<file path="src/rtl/prf_operand_collector.sv">
// prf_operand_collector: gathers two source operands for one issued op from PRF reads or the writeback bus
module prf_operand_collector #(
    parameter int LOG_PR_COUNT       = 7,
    parameter int PRF_BANK_COUNT     = 4,
    parameter int LOG_PRF_BANK_COUNT = 2,
    parameter int LOG_ROB_ENTRIES    = 7
) (
    input  logic                                                            CLK,
    input  logic                                                            nRST,
    input  logic                                                            in_valid,
    output logic                                                            in_ready,
    input  logic                                                            in_A_needed,
    input  logic                                                            in_B_needed,
    input  logic [LOG_PR_COUNT-1:0]                                         in_A_PR,
    input  logic [LOG_PR_COUNT-1:0]                                         in_B_PR,
    input  logic                                                            in_A_ready,
    input  logic                                                            in_B_ready,
    input  logic [LOG_ROB_ENTRIES-1:0]                                      in_ROB_index,
    input  logic                                                            flush,
    output logic                                                            reg_read_req_valid_A,
    output logic                                                            reg_read_req_valid_B,
    output logic [LOG_PR_COUNT-1:0]                                         reg_read_req_PR_A,
    output logic [LOG_PR_COUNT-1:0]                                         reg_read_req_PR_B,
    input  logic                                                            reg_read_ack_A,
    input  logic                                                            reg_read_ack_B,
    input  logic                                                            reg_read_port_A,
    input  logic                                                            reg_read_port_B,
    input  logic [PRF_BANK_COUNT-1:0][1:0][31:0]                            reg_read_data_by_bank_by_port,
    input  logic [PRF_BANK_COUNT-1:0]                                       WB_bus_valid_by_bank,
    input  logic [PRF_BANK_COUNT-1:0][31:0]                                 WB_bus_data_by_bank,
    input  logic [PRF_BANK_COUNT-1:0][LOG_PR_COUNT-LOG_PRF_BANK_COUNT-1:0]  WB_bus_upper_PR_by_bank,
    output logic                                                            out_valid,
    input  logic                                                            out_ready,
    output logic [31:0]                                                     out_A_data,
    output logic [31:0]                                                     out_B_data,
    output logic [LOG_ROB_ENTRIES-1:0]                                      out_ROB_index
);
    localparam logic [1:0] S_IDLE    = 2'd0;
    localparam logic [1:0] S_COLLECT = 2'd1;
    localparam logic [1:0] S_OUTPUT  = 2'd2;
    localparam logic [1:0] O_DONE    = 2'd0;
    localparam logic [1:0] O_WAIT_WB = 2'd1;
    localparam logic [1:0] O_REQ     = 2'd2;
    localparam logic [1:0] O_RESP    = 2'd3;

    logic [1:0]                          r_state;
    logic [1:0]                          w_state_next;
    logic [1:0][1:0]                     r_op_st;
    logic [1:0][1:0]                     w_op_st_next;
    logic [1:0][LOG_PR_COUNT-1:0]        r_pr;
    logic [1:0][31:0]                    r_data;
    logic [1:0][31:0]                    w_data_next;
    logic [LOG_ROB_ENTRIES-1:0]          r_rob;
    logic                                w_accept;
    logic                                w_all_done;
    logic [1:0]                          w_need;
    logic [1:0]                          w_rdy;
    logic [1:0]                          w_ack;
    logic [1:0]                          w_port;
    logic [1:0][LOG_PR_COUNT-1:0]        w_in_pr;
    logic [1:0][LOG_PR_COUNT-1:0]        w_pr;
    logic [1:0][LOG_PRF_BANK_COUNT-1:0]  w_bank;
    logic [1:0]                          w_wb_hit;

    assign w_accept = (r_state == S_IDLE) && in_valid;
    assign w_need   = {in_B_needed, in_A_needed};
    assign w_rdy    = {in_B_ready, in_A_ready};
    assign w_ack    = {reg_read_ack_B, reg_read_ack_A};
    assign w_port   = {reg_read_port_B, reg_read_port_A};
    assign w_in_pr  = {in_B_PR, in_A_PR};

    assign in_ready             = (r_state == S_IDLE);
    assign out_valid            = (r_state == S_OUTPUT);
    assign reg_read_req_valid_A = (r_op_st[0] == O_REQ);
    assign reg_read_req_valid_B = (r_op_st[1] == O_REQ);
    assign reg_read_req_PR_A    = r_pr[0];
    assign reg_read_req_PR_B    = r_pr[1];
    assign out_A_data           = r_data[0];
    assign out_B_data           = r_data[1];
    assign out_ROB_index        = r_rob;

    // Per-operand progress: bus snoop (on the incoming PR while accepting), request/response, capture
    always_comb begin
        w_pr         = '0;
        w_bank       = '0;
        w_wb_hit     = '0;
        w_op_st_next = r_op_st;
        w_data_next  = r_data;
        for (int i = 0; i < 2; i++) begin
            w_pr[i]     = w_accept ? w_in_pr[i] : r_pr[i];
            w_bank[i]   = w_pr[i][LOG_PRF_BANK_COUNT-1:0];
            w_wb_hit[i] = WB_bus_valid_by_bank[w_bank[i]] &&
                          (WB_bus_upper_PR_by_bank[w_bank[i]] == w_pr[i][LOG_PR_COUNT-1:LOG_PRF_BANK_COUNT]);
            if (w_accept) begin
                w_op_st_next[i] = !w_need[i] ? O_DONE : w_rdy[i] ? O_REQ : w_wb_hit[i] ? O_DONE : O_WAIT_WB;
                w_data_next[i]  = !w_need[i] ? '0 : (!w_rdy[i] && w_wb_hit[i]) ? WB_bus_data_by_bank[w_bank[i]] : r_data[i];
            end else if (r_op_st[i] == O_WAIT_WB) begin
                w_op_st_next[i] = w_wb_hit[i] ? O_DONE : O_WAIT_WB;
                w_data_next[i]  = w_wb_hit[i] ? WB_bus_data_by_bank[w_bank[i]] : r_data[i];
            end else if (r_op_st[i] == O_REQ) begin
                w_op_st_next[i] = O_RESP;
            end else if (r_op_st[i] == O_RESP) begin
                w_op_st_next[i] = w_ack[i] ? O_DONE : O_REQ;
                w_data_next[i]  = w_ack[i] ? reg_read_data_by_bank_by_port[w_bank[i]][w_port[i]] : r_data[i];
            end
        end
        w_all_done   = (w_op_st_next[0] == O_DONE) && (w_op_st_next[1] == O_DONE);
        w_state_next = (r_state == S_IDLE)    ? (in_valid ? (w_all_done ? S_OUTPUT : S_COLLECT) : S_IDLE) :
                       (r_state == S_COLLECT) ? (w_all_done ? S_OUTPUT : S_COLLECT) :
                       (out_ready ? S_IDLE : S_OUTPUT);
    end

    // State update; flush abandons the op and wins over accept and output fire
    always_ff @(posedge CLK) begin
        if (!nRST) begin
            r_state <= S_IDLE;
            r_op_st <= {O_DONE, O_DONE};
            r_pr    <= '0;
            r_data  <= '0;
            r_rob   <= '0;
        end else if (flush) begin
            r_state <= S_IDLE;
            r_op_st <= {O_DONE, O_DONE};
        end else begin
            r_state <= w_state_next;
            r_op_st <= w_op_st_next;
            r_data  <= w_data_next;
            if (w_accept) begin
                r_pr  <= w_in_pr;
                r_rob <= in_ROB_index;
            end
        end
    end
endmodule

</file>
<file path="config.mk">
export PLATFORM = sky130hd
export DESIGN_NAME = prf_operand_collector
export DESIGN_NICKNAME = d
export VERILOG_FILES = /design/src/rtl/prf_operand_collector.sv
export SDC_FILE = /design/constraint.sdc
export NUM_CORES = 1
export LEC_CHECK = 0
export BUFFER_PORTS_ARGS = -buffer_cell sky130_fd_sc_hd__buf_2
export CORE_AREA = 2 2 209 211
export CTS_CLUSTER_SIZE = 14
export DETAILED_ROUTE_END_ITERATION = 7
export DIE_AREA = 0 0 211 213
export GPL_TIMING_DRIVEN = 0
export HOLD_SLACK_MARGIN = 0.15
export SLEW_MARGIN = 5
export SYNTH_ARGS = -nofsm -noshare
export SYNTH_HDL_FRONTEND = slang
export SYNTH_SLANG_ARGS = --single-unit
</file>
<file path="constraint.sdc">
create_clock -name CLK -period 2.58 [get_ports CLK]
set_input_delay 0.258 -clock CLK [delete_from_list [all_inputs] [get_ports CLK]]
set_output_delay 0.258 -clock CLK [all_outputs]
set_load 0.05 [all_outputs]
</file>
**Word-level counts from Yosys, hierarchy flattened**

Index checks and enable logic that the tools add are counted.

- Register bits after elaboration: 91
- Input bits: 442
- Output and inout port bits: 89
- Logic and storage cells: 108

- Magnitude comparators: 4
- Equal/unequal tests: 16
- Multiplexer cells: 59
- Bitwise gates (word level): 2
- Reduce and logical (&&, ||, !) cells: 19

Operators by type and width:

| kind | number |
|---|---|
| 2-to-1 mux 32 bit | 22 |
| binary-select mux 64 bit (select 2 bit) | 2 |
| binary-select mux 32 bit (select 2 bit) | 2 |
| 2-to-1 mux 64 bit | 2 |
| 2-to-1 mux 2 bit | 19 |
| binary-select mux 5 bit (select 2 bit) | 2 |
| 2-to-1 mux 7 bit | 2 |
| AND reduction 6 bit | 2 |
| nonzero test 3 bit | 4 |
| equality test 2 bit, second input constant | 5 |
| equality test 5 bit | 2 |
| 2-to-1 mux 5 bit | 2 |
| equality test 2 x 1 -> 1 bit, second input constant | 3 |
| logical AND 1 bit | 6 |
| logical NOT 2 bit | 3 |
| less-than comparator 2 x 3 -> 1 bit, second input constant | 2 |
| != test 3 x 1 -> 1 bit, second input constant | 2 |
| != test 3 x 2 -> 1 bit, second input constant | 2 |
| != test 3 bit, second input constant | 2 |
| binary-select mux 1 bit (select 2 bit) | 2 |
| less-than comparator 1 x 2 -> 1 bit, second input constant | 2 |
| 2-to-1 mux 1 bit | 4 |
| logical NOT 1 bit | 2 |
| inverter 1 bit | 2 |
| 2 further kinds | 2 |

**Depth between registers and ports, before layout**

- Depth after elaboration: 16
- Mapped depth: 12
- Gate-level depth less buffers: 8

**Worst setup path before layout**

OpenSTA, ideal clock, no wires.

- Path kind: reg-to-reg
- From: reg r_pr (netlist bit reg_read_req_PR_A[1])
- To: reg r_data (netlist bit out_A_data[0])
- Arrival: 3176 ps
- Required time: 2508 ps
- Path slack: -667 ps
- Cell stages (with the launch flop): 11
- Buffers on the path: 2
- Cell sequence: dfxtp_1 -> clkbuf_1 -> mux4_2 -> xnor2_1 -> nand3_1 -> a22oi_1 -> nor3b_1 -> a21oi_2 -> nor4_4 -> buf_6 -> mux2i_1

- Word-level cells in the longest chain between the ends: 10
- Elaborated cells on any way between the ends: 25
- Those cells by class: eq/ne (3); mux (19); reduce/logical (3)

Ends and longest elaborated chain:

| what | line | text |
|---|---|---|
| start: declaration | 50 | `logic [1:0][LOG_PR_COUNT-1:0] r_pr;` |
| start signal: assignment | 129 | `r_pr <= w_in_pr;` |
| 2-to-1 mux 7 bit * | 90 | `w_pr[i] = w_accept ? w_in_pr[i] : r_pr[i];` |
| binary-select mux 64 bit (select 2 bit) | 104 | `w_data_next[i] = w_ack[i] ? reg_read_data_by_bank_by_port[w_bank[i]][w_port[i]] : r_data[i];` |
| 2-to-1 mux 64 bit (not written as such) | 104 |  |
| 2-to-1 mux 32 bit (not written as such) (2 in a row) | 104 |  |
| 2-to-1 mux 32 bit | 104 |  |
| 2-to-1 mux 32 bit | 102 | `end else if (r_op_st[i] == O_RESP) begin` |
| 2-to-1 mux 32 bit | 100 | `end else if (r_op_st[i] == O_REQ) begin` |
| 2-to-1 mux 32 bit | 97 | `end else if (r_op_st[i] == O_WAIT_WB) begin` |
| 2-to-1 mux 32 bit | 94 | `if (w_accept) begin` |
| end signal: assignment | 127 | `r_data <= w_data_next;` |
| end: declaration | 51 | `logic [1:0][31:0] r_data;` |

Every way passes the cells marked *; elsewhere a longest branch is shown, timed or not. The select of a mux whose other input is x is not followed.
A chain may end at the register's enable or synchronous reset.

**Worst setup path in the final report**

- From: reg r_state[0]
- To: reg r_data (netlist bit out_A_data[14])

- Word-level cells in the longest chain between the ends: 12
- Elaborated cells on any way between the ends: 30
- Those cells by class: eq/ne (4); mux (19); reduce/logical (7)

Ends and longest elaborated chain:

| what | line | text |
|---|---|---|
| start: declaration | 46 | `logic [1:0] r_state;` |
| start signal: assignment | 125 | `r_state <= w_state_next;` |
| logical NOT 2 bit * | 65 | `assign w_accept = (r_state == S_IDLE) && in_valid;` |
| logical AND 1 bit * | 65 |  |
| 2-to-1 mux 7 bit | 90 |  |
| binary-select mux 64 bit (select 2 bit) | 104 |  |
| 2-to-1 mux 64 bit (not written as such) | 104 |  |
| 2-to-1 mux 32 bit (not written as such) (2 in a row) | 104 |  |
| 2-to-1 mux 32 bit | 104 |  |
| 2-to-1 mux 32 bit | 102 |  |
| 2-to-1 mux 32 bit | 100 |  |
| 2-to-1 mux 32 bit | 97 |  |
| 2-to-1 mux 32 bit | 94 |  |

Marked as above.

==> metrics.md <==
| Metric | Value |
|---|---|
| Port bufs | approximately 530 |
| CTS tree | done |
| Post-layout minimum cycle time | 3064 ps |
| CP required | ~2900 ps |
| Failing checks | setup timing |
| FP Rows | 76 |
| Prevailing post-synth register cell | dfxtp_1 |
| Final setup fails | 66 |
| Count leader, synth | nand2_1 |
| Post-synthesis sequential area ratio | roughly 17% |
| Clock sinks | 91 |
| Initial drt markers | just over 1000 |
| Most frequent cells after synthesis | 222 x nand2_1, 204 x mux2i_1, 170 x mux4_2 |
| Worst Tran Pin Value | 1127 ps |
| DR DRC count | 0 |
| Placer Congestion | 0.9664 |
| Buffers & Inverters on Critical Path | 4 |
| Max Cap Violations | 0 |
| Highest clock rate | roughly 0.33 GHz |
| Hold Crit Class | input port to flip-flop |
| CP Data Arrival Time | between 3000 and 4000 ps |
| Levels on crit path | 12 |
| Die area | ~45000 sq um |
| Total CTS buffers | 9 |
| First-pass GRT wire length | 82.57 mm |
| Clock latency at the later pin of the worst-skew pair | 370 ps |
| Finished Core Util | between 30% and 40% |
| GRT Resource Usage Total | about a quarter |
| H-tree Lvls | 3 |
| EDFF count, synth | 0 |
| Routed WL | slightly below 60 mm |
| Hold Crit Depth | 3 |
| Cells on worst reg2reg path | 12 |
| Final worst slack | -483.6 ps |
| Slowest CP cell | a2111oi_4 |
| Final Net Count | between 2000 and 2500 |
| Longest Clk Path Bufs | 2 |
| Largest area contributor in the netlist | mux4_2 |
| Distinct cells, synth | 51 |
| Critical path startpoint category | flip-flop |
| Drt first pass iters | 6 |
| Synth Area per Inst | approximately 9.9 sq um |
| Die X | ~210 microns |
| Crit-path leading delay family | multiplexers |
| Setup crit end kind | flip-flop |
| Antenna viol nets, final | 0 |
| Max Slew Vio Count | 0 |
| Worst-path maximum fanout | 7 |
| Worst ir drop on vdd | between 0.2 and 0.3 mV |
| Fin Hold WS | roughly 170 ps |
| Clock transition at path regs | approximately 80 ps |
| Area Growth Syn to Fin | 45.25% |
| Vias | 12490 |
| Synth top area cells | mux4_2 35%, mux2i_1 19%, dfxtp_1 17% |
| Gr ovfl total | 0 |
| RSZ-0062 raised after global routing | true |
| Core box area | between 40000 and 50000 sq um |
| Initial core utilization | roughly 25% |
| Layout cell share with drive strength beyond 1 | between 50 and 60% |
| CP Class | flip-flop to flip-flop |
| Routed vias/inst | approximately 5.6 |
| CTS root buf | clkbuf_16 |
| Vias in the first global route | between 10000 and 15000 |
| Cell chain of the critical path | buf_6, nor3b_4, buf_6, mux2i_4, mux2i_1, xor2_1, a2111oi_4, a21oi_2, nor4_4, buf_12, clkbuf_16, mux2i_1 |
| Storage element area | about 1800 sq um |
| Routed wire per std cell | between 20 and 30 microns |
| #FFs+latches synth | just over 90 |
| Final HPWL DP | around 47 mm |
| Synth Warn # | 0 |
| Lkg Pwr | about 6.6 nW |
| Largest net degree at the start of global routing | 16 |
| Worst slew margin | 24.86% |
| Status | finished with violations |
| Dpl ws | -1594 ps |
| Fill cell count | between 4000 and 5000 |
| Worst path max stage delay | 420 ps |
| Antenna violations before repair | 10 |
| Synth Instances | 1099 |
| Final Hold Vio Count | 0 |
| Top cell type's share of synthesized area | 35.17% |
| Skew final | 16.61 ps |
| Period utilisation layout | 118.7% |
| P per Cell Area | between 400 and 500 nW/um^2 |
| Asr flop ratio synth | 0% |
| Chip height | between 200 and 250 microns |
| Post-Syn Area | 10890 sq um |
| IO Pins | roughly 530 |
| Area of the multi-input gates | a little under 9000 sq um |
| Net count of the mapped netlist | around 1500 |
| Setup TNS | -27490 ps |
kinds of logic after synthesis:
kind of cell	Yosys count	share of synthesized area, %
flops	91	16.73
compound gates	174	9.919
simple gates	322	13.02
mux	376	54.15
fa+ha+maj	3	0.3448
buf+inv	120	4.781
xor+xnor	13	1.046
layout make-up:
| class | count | area share [%] |
|---|---|---|
| diodes | 5 | 0.07913 |
| plain buffers | 105 | 4.930 |
| clock buffers | 12 | 1.757 |
| clock inverters | 3 | 0.1662 |
| inverters | 13 | 0.3086 |
| multi-input cells | 888 | 55.95 |
| flip-flops and latches | 91 | 11.63 |
| well taps | 546 | 4.320 |
| repair buffers | 579 | 20.86 |
through the flow:
step                      total power, mW  instances  area (sq um)
after global placement              4.817       2171         14370
after CTS                           6.620       2230         15610
after floorplan                     3.632       1099         11050
after detailed placement            4.854       2171         14370
final                               6.650       2242         15810
after global routing                6.933       2239         15810
layout by cell type, fill, tap and decap left out, types with 6 or more instances in the layout:
cell type,n
a21boi_0,21
a21oi_1,9
buf_12,13
buf_2,535
buf_4,35
buf_6,20
buf_8,8
clkbuf_1,41
clkbuf_16,14
clkbuf_2,8
dfxtp_1,85
dlygate4sd3_1,8
inv_1,13
mux2i_1,200
mux4_2,170
nand2_1,222
nand2b_1,11
nand3_1,13
nand3_2,24
nor2_1,14
nor2b_1,19
o211ai_1,10
o21ai_0,63
o21ai_1,37
o21ai_2,7
xnor2_1,6
xor2_1,7
per-layer routing:
| layer | vias up | global-route usage, % | wire, microns |
|---|---|---|---|
| met5 | - | 0 | 105 |
| met2 | 709 | 43.09 | 28680 |
| met1 | 6247 | 32.02 | 24210 |
| li1 | 5389 | - | - |
| met3 | 128 | 6.001 | 4859 |
| met4 | 16 | 7.601 | 1782 |
flip-flops by register name, summed over array words and instances (netlist names):
signal / count
out_A_data: 32
reg_read_req_PR_A: 7
out_B_data: 32
out_ROB_index: 7
r_op_st: 4
reg_read_req_PR_B: 7
r_state: 2
repair_timing:
action                                  CTS  global route
buffers inserted                         31             5
pin swaps                                17             9
hold buffers                              8             0
endpoints found under the setup margin   68            66
gates cloned                              6             3
hold endpoints to repair                  8             0
gates resized for setup                 188            19
final timing paths:
kind                                    from                             to  slack [ps]
setup reg to reg       r_state[0]$_SDFF_PP0_    out_A_data[14]$_SDFFE_PN0P_        -480
hold reg to reg   out_B_data[2]$_SDFFE_PN0P_     out_B_data[2]$_SDFFE_PN0P_         450
setup / recovery       r_state[0]$_SDFF_PP0_    out_A_data[14]$_SDFFE_PN0P_        -480
hold / removal               in_ROB_index[5]  out_ROB_index[5]$_SDFFE_PN0P_         170
worst register-to-register path: cells and delay by family (launching register included):
family	cells	cell delay [ps]
AOI/OAI and AO/OA	2	550
buffers and inverters	4	680
muxes	3	800
DFF	1	360
xor gates and xnor gates	1	140
and+or+nand+nor	2	490
report_power, final:
part	leakage, nW	switching [mW]	total [mW]	internal [mW]
clock	0.151	0.693	1.47	0.773
sequential	0.744	0.0535	1.54	1.49
combinational	5.72	1.99	3.65	1.65
total	6.62	2.74	6.65	3.91
Power figures use the tool's default switching activity.
